**config.mk**
```make
export PLATFORM = sky130hd
export DESIGN_NAME = sample_frame_builder
export DESIGN_NICKNAME = d
export VERILOG_FILES = /design/src/rtl/sample_frame_builder.sv
export SDC_FILE = /design/constraint.sdc
export NUM_CORES = 1
export LEC_CHECK = 0
export BUFFER_PORTS_ARGS = -buffer_cell sky130_fd_sc_hd__buf_4
export CAP_MARGIN = 5
export CORE_MARGIN = 5
export CORE_UTILIZATION = 25
export CTS_CLUSTER_DIAMETER = 120
export DETAILED_ROUTE_END_ITERATION = 7
export GPL_TIMING_DRIVEN = 0
export MAX_ROUTING_LAYER = met4
export PLACE_DENSITY = 0.47
export SLEW_MARGIN = 20
export SYNTH_ARGS = -nofsm -noshare
export SYNTH_HDL_FRONTEND = slang
export SYNTH_SLANG_ARGS = --single-unit
```
**constraint.sdc**
```tcl
create_clock -name CLK -period 5.4 [get_ports CLK]
set_input_delay 0.54 -clock CLK [delete_from_list [all_inputs] [get_ports CLK]]
set_output_delay 0.54 -clock CLK [all_outputs]
set_load 0.01 [all_outputs]
```
**src/rtl/sample_frame_builder.sv**
```systemverilog
// sample_frame_builder: turns L1A words and ADC samples pulled by the
// transfer FSM into a CRC-protected 16-bit DAQ frame for the link FIFO.
module sample_frame_builder #(
  parameter int          RD_LAT   = 2,
  parameter int          NWORDS   = 96,
  parameter logic [15:0] CRC_INIT = 16'hFFFF
) (
  input  logic        CLK,
  input  logic        RST,
  input  logic        L1A_RD_EN,
  input  logic        RDENA,
  input  logic [11:0] L1A_DATA,
  input  logic [11:0] ADC_DATA,
  input  logic        AFULL,
  output logic [15:0] DOUT,
  output logic        DOUT_VLD,
  output logic        SOF,
  output logic        EOF,
  output logic        FRAME_ERR,
  output logic [7:0]  DROP_CNT,
  output logic [1:0]  FSTATE
);

  typedef enum logic [1:0] {
    IDLE = 2'd0,
    HDR  = 2'd1,
    DATA = 2'd2,
    DROP = 2'd3
  } state_t;

  localparam logic [6:0] NW  = 7'(NWORDS);
  localparam logic [6:0] NW1 = 7'(NWORDS - 1);

  state_t state, state_n;

  logic [RD_LAT-1:0] l1a_sr, adc_sr;
  logic              l1a_vld, adc_vld;

  logic [15:0] crc, crc_n;
  logic [6:0]  cnt, cnt_n;
  logic        drop_l1a, dl1a_n;
  logic [7:0]  dcnt_n;
  logic [15:0] dout_n;
  logic        vld_n, sof_n, eof_n, err_n;

  assign l1a_vld = l1a_sr[RD_LAT-1];
  assign adc_vld = adc_sr[RD_LAT-1];
  assign FSTATE  = state;

  // CRC-CCITT, one 16-bit word per call, MSB first
  function automatic logic [15:0] crc_upd(
    input logic [15:0] c,
    input logic [15:0] d
  );
    logic [15:0] r;
    logic        fb;
    r = c;
    for (int i = 15; i >= 0; i--) begin
      fb = r[15] ^ d[i];
      r  = {r[14:0], 1'b0} ^ (fb ? 16'h1021 : 16'h0000);
    end
    return r;
  endfunction

  // delay read strobes so they line up with buffer output data
  always_ff @(posedge CLK or posedge RST) begin
    if (RST) begin
      l1a_sr <= '0;
      adc_sr <= '0;
    end else begin
      l1a_sr[0] <= L1A_RD_EN;
      adc_sr[0] <= RDENA;
      for (int i = 1; i < RD_LAT; i++) begin
        l1a_sr[i] <= l1a_sr[i-1];
        adc_sr[i] <= adc_sr[i-1];
      end
    end
  end

  // state register
  always_ff @(posedge CLK or posedge RST) begin
    if (RST) state <= IDLE;
    else     state <= state_n;
  end

  // next-state logic
  always_comb begin
    state_n = state;
    unique case (state)
      IDLE: if (l1a_vld) state_n = AFULL ? DROP : HDR;
      HDR:  if (l1a_vld) state_n = DATA;
      DATA: begin
        if (cnt == NW)    state_n = IDLE;
        else if (l1a_vld) state_n = HDR;
      end
      DROP: begin
        if (l1a_vld && drop_l1a)        state_n = IDLE;
        else if (adc_vld && cnt == NW1) state_n = IDLE;
      end
      default: state_n = IDLE;
    endcase
  end

  // output and datapath next values
  always_comb begin
    dout_n = '0;
    vld_n  = 1'b0;
    sof_n  = 1'b0;
    eof_n  = 1'b0;
    err_n  = 1'b0;
    crc_n  = crc;
    cnt_n  = cnt;
    dcnt_n = DROP_CNT;
    dl1a_n = drop_l1a;
    unique case (state)
      IDLE: begin
        if (adc_vld) err_n = 1'b1;
        if (l1a_vld && AFULL) begin
          if (DROP_CNT != 8'hFF) dcnt_n = DROP_CNT + 8'd1;
          cnt_n  = '0;
          dl1a_n = 1'b0;
        end else if (l1a_vld) begin
          dout_n = {4'hA, L1A_DATA};
          vld_n  = 1'b1;
          sof_n  = 1'b1;
          crc_n  = crc_upd(CRC_INIT, {4'hA, L1A_DATA});
        end
      end
      HDR: begin
        if (adc_vld) err_n = 1'b1;
        if (l1a_vld) begin
          dout_n = {4'hB, L1A_DATA};
          vld_n  = 1'b1;
          crc_n  = crc_upd(crc, {4'hB, L1A_DATA});
          cnt_n  = '0;
        end
      end
      DATA: begin
        if (cnt == NW) begin
          // trailer slot; the CRC restarts so a following frame is independent
          dout_n = crc;
          vld_n  = 1'b1;
          eof_n  = 1'b1;
          crc_n  = CRC_INIT;
          cnt_n  = '0;
          if (adc_vld || l1a_vld) err_n = 1'b1;
        end else if (l1a_vld) begin
          // short frame: poisoned trailer, resumed frame starts a fresh CRC
          dout_n = ~crc;
          vld_n  = 1'b1;
          eof_n  = 1'b1;
          err_n  = 1'b1;
          crc_n  = CRC_INIT;
          cnt_n  = '0;
        end else if (adc_vld) begin
          dout_n = {4'h0, ADC_DATA};
          vld_n  = 1'b1;
          crc_n  = crc_upd(crc, {4'h0, ADC_DATA});
          cnt_n  = cnt + 7'd1;
        end
      end
      DROP: begin
        if (l1a_vld && drop_l1a) begin
          err_n = 1'b1;
          cnt_n = '0;
        end else begin
          if (l1a_vld) dl1a_n = 1'b1;
          if (adc_vld) cnt_n = (cnt == NW1) ? 7'd0 : cnt + 7'd1;
        end
      end
      default: ;
    endcase
  end

  // registered outputs and datapath state
  always_ff @(posedge CLK or posedge RST) begin
    if (RST) begin
      DOUT      <= '0;
      DOUT_VLD  <= 1'b0;
      SOF       <= 1'b0;
      EOF       <= 1'b0;
      FRAME_ERR <= 1'b0;
      DROP_CNT  <= '0;
      crc       <= CRC_INIT;
      cnt       <= '0;
      drop_l1a  <= 1'b0;
    end else begin
      DOUT      <= dout_n;
      DOUT_VLD  <= vld_n;
      SOF       <= sof_n;
      EOF       <= eof_n;
      FRAME_ERR <= err_n;
      DROP_CNT  <= dcnt_n;
      crc       <= crc_n;
      cnt       <= cnt_n;
      drop_l1a  <= dl1a_n;
    end
  end

endmodule

```
==> results_dict.tcl <==
set metrics [dict create \
    status "completed" \
    synth-seq-cells 58 \
    worstMarginPinSlew_ns 0.829 \
    clockRootBuffer "clkbuf_16" \
    routed_wl_mm 14.6 \
    yosysTopAreaCell "dfrtp_1" \
    startpoint_type "flop" \
    fin_setup_tns_ns 0 \
    relSlewSlack 0.445 \
    antenna_found_initial 0 \
    initial_core_util 0.257 \
    finClkSkew_ns 0.00899 \
    met2_length_mm 6.76 \
    drtIter0Drc 378 \
    crit_arrival_ns 3.19 \
    io_pins 59 \
    diodes 0 \
    cts_buffer_depth 2 \
    numCtsBuffers 9 \
    yosys_warnings 0 \
    synth_commonest_cells "xnor2_1 (74), nand2_1 (70), o21ai_0 (48)" \
    met1Wirelength_mm 6.66 \
    fillers 1779 \
    post_drt_wl_per_cell_um 19.0 \
    yosys.area.top_type_share 0.245 \
    vias 3788 \
    syn-mean-instance-area_um2 8.94 \
    fmax_mhz 341 \
    grt_usage 0.153 \
    grt_setup_unrepaired "false" \
    overflow 0 \
    syn_nets 515 \
    cts_tree "built" \
    synth_cell_types 48 \
    gp_congestion 0.935 \
    pwr_density_cell_nw_per_um2 832 \
    yosysSeqAreaShare 0.343 \
    grt_pass1_vias 3765 \
    dpl.hpwl_mm 10.7 \
    hold_viol 0 \
    core_um2 16700 \
    fin_crit_sh 0.543 \
    die_h_um 141 \
    whs_ns 0.194 \
    yosysMostFrequentCell "xnor2_1" \
    leakage_uw 0.00224 \
    required_ns 5.66 \
    area_growth_syn_to_layout_pct 22.9 \
    yosys-top-cells-area "dfrtp_1 (25%), xnor2_1 (15%), dfstp_2 (9.8%), nand2_1 (6.1%), o21ai_0 (5.6%)" \
    cts_resized 0 \
    path_max_fanout 10 \
    grt_first_pass_wirelength_mm 22.6 \
    first_pass_iters 5 \
    fin_nets 581 \
    holdCritPathClass "input port to asynchronous set/reset pin" \
    reg2reg_depth 10 \
    synth_edf_count 0 \
    wl_met3_um 800 \
    drc 0 \
    cp-end-kind "flop" \
    path_class "flop to flop" \
    slew_viol_final 0 \
    synthFlopType "dfrtp_1" \
    finalSetupViolCount 0 \
    drtAntennaViolNets 0 \
    worstSkewPairLatency_ns 0.34 \
    synth_area_um2 4280 \
    die_x_um 141 \
    std_cell_rows 47 \
    die_area_um2 19900 \
    cts_hold_buf 0 \
    post_cts_buffers 0 \
    clkSlewWorstSetupHoldPaths_ns 0.06 \
    async_flop_share 1.00 \
    syn_inst 479 \
    finalCriticalPeriod_ns 2.93 \
    layout-drive-gt1-share 0.185 \
    grt_max_degree 32 \
    cap_violations 0 \
    portBuffers 54 \
    cts.sinks 58 \
    viasPerCell 4.92 \
    ir_worst_vdd_mv 0.287 \
    htree_levels 3 \
    highest_layer "met4" \
]
[flip-flops by register name, summed over array words and instances, names as in the netlist]
signal     cells
FSTATE         2
DOUT_VLD       1
drop_l1a       1
EOF            1
crc           16
l1a_sr         2
SOF            1
adc_sr         2
cnt            7
FRAME_ERR      1
DOUT          16
DROP_CNT       8
[metal layers]
layer	GRT usage	vias up
met1	0.203	1866
met4	0.0622	0
met5	-	-
met3	0.0190	35
li1	-	1758
met2	0.238	129
[logic make-up (layout without fill, tap and decap cells)]
logic type                 Yosys count  count (layout)  synth area share
xor gates and xnor gates           108             108             0.256
DFF                                 58              58             0.343
and+or+nand+nor                    133             133             0.146
muxes                                9               9            0.0216
adders and majority gates            7               7            0.0204
buffers and inverters               46             117            0.0415
AOI/OAI and AO/OA                  118             118             0.171
[where the power goes]
part / internal, uW / switching [uW]
Sequential: 640 / 114
Combinational: 1380 / 1710
Clock: 320 / 212
[final cells by class]
class                   count  area, um2  share of cell area
clock inverters             5       30.0             0.00570
flip-flops and latches     58       1470               0.279
inverters                  14       55.1              0.0105
well taps                 220        275              0.0523
clock buffers              11        243              0.0461
multi-input cells         375       2640               0.501
repair buffers             55        425              0.0808
plain buffers              32        125              0.0238
[path summary, 6_finish.rpt]
kind	from	to	slack [ns]
worst min-delay path	RST	DROP_CNT[4]$_DFFE_PP0P_	0.19
worst max-delay path	FSTATE[0]$_DFFE_PP0P_	crc[11]$_DFFE_PP1P_	2.47
worst min register to register	l1a_sr[0]$_DFF_PP0_	l1a_sr[1]$_DFF_PP0_	0.35
min in group CLK	L1A_RD_EN	l1a_sr[0]$_DFF_PP0_	0.31
worst max register to register	FSTATE[0]$_DFFE_PP0P_	crc[11]$_DFFE_PP1P_	2.47
max in group asynchronous	RST	crc[10]$_DFFE_PP1P_	4.63
[through the flow]
stage	util	worst slack, ns	power [uW]	instances	cell area (um2)
floorplan	-	3.13	3050	479	4280
global placement	0.297	2.24	3780	753	4960
detailed placement	0.299	2.52	3800	754	4990
CTS	0.315	2.49	4360	770	5270
global route	0.315	2.28	4660	770	5270
finish	0.315	2.47	4380	770	5270
[cells in the final DEF, fill, tap and decap left out, types with 7 or more instances in the layout]
master / netlist / layout
nor2b_1: 7 / 7
and3_1: 19 / 19
xnor3_1: 8 / 8
a21oi_1: 29 / 29
clkbuf_1: 26 / 27
o21ai_0: 48 / 48
clkbuf_16: 0 / 9
nand2b_1: 9 / 9
dfrtp_1: 42 / 42
inv_1: 14 / 13
nor2_1: 9 / 9
mux2i_1: 7 / 7
ha_1: 7 / 7
xnor2_1: 74 / 74
nand2_1: 70 / 70
xor2_1: 23 / 23
dfstp_2: 16 / 16
buf_4: 0 / 54
[critical path, stage by stage (launching register included)]
cell	delay [ns]
dfrtp_1	0.41
inv_1	0.12
ha_1	0.15
clkbuf_1	0.29
nor2b_1	0.36
o21ai_0	0.18
nand2_1	0.10
a21boi_2	0.52
buf_2	0.39
o21ai_0	0.13
o21ai_0	0.20
Power figures use the tool's default switching activity.
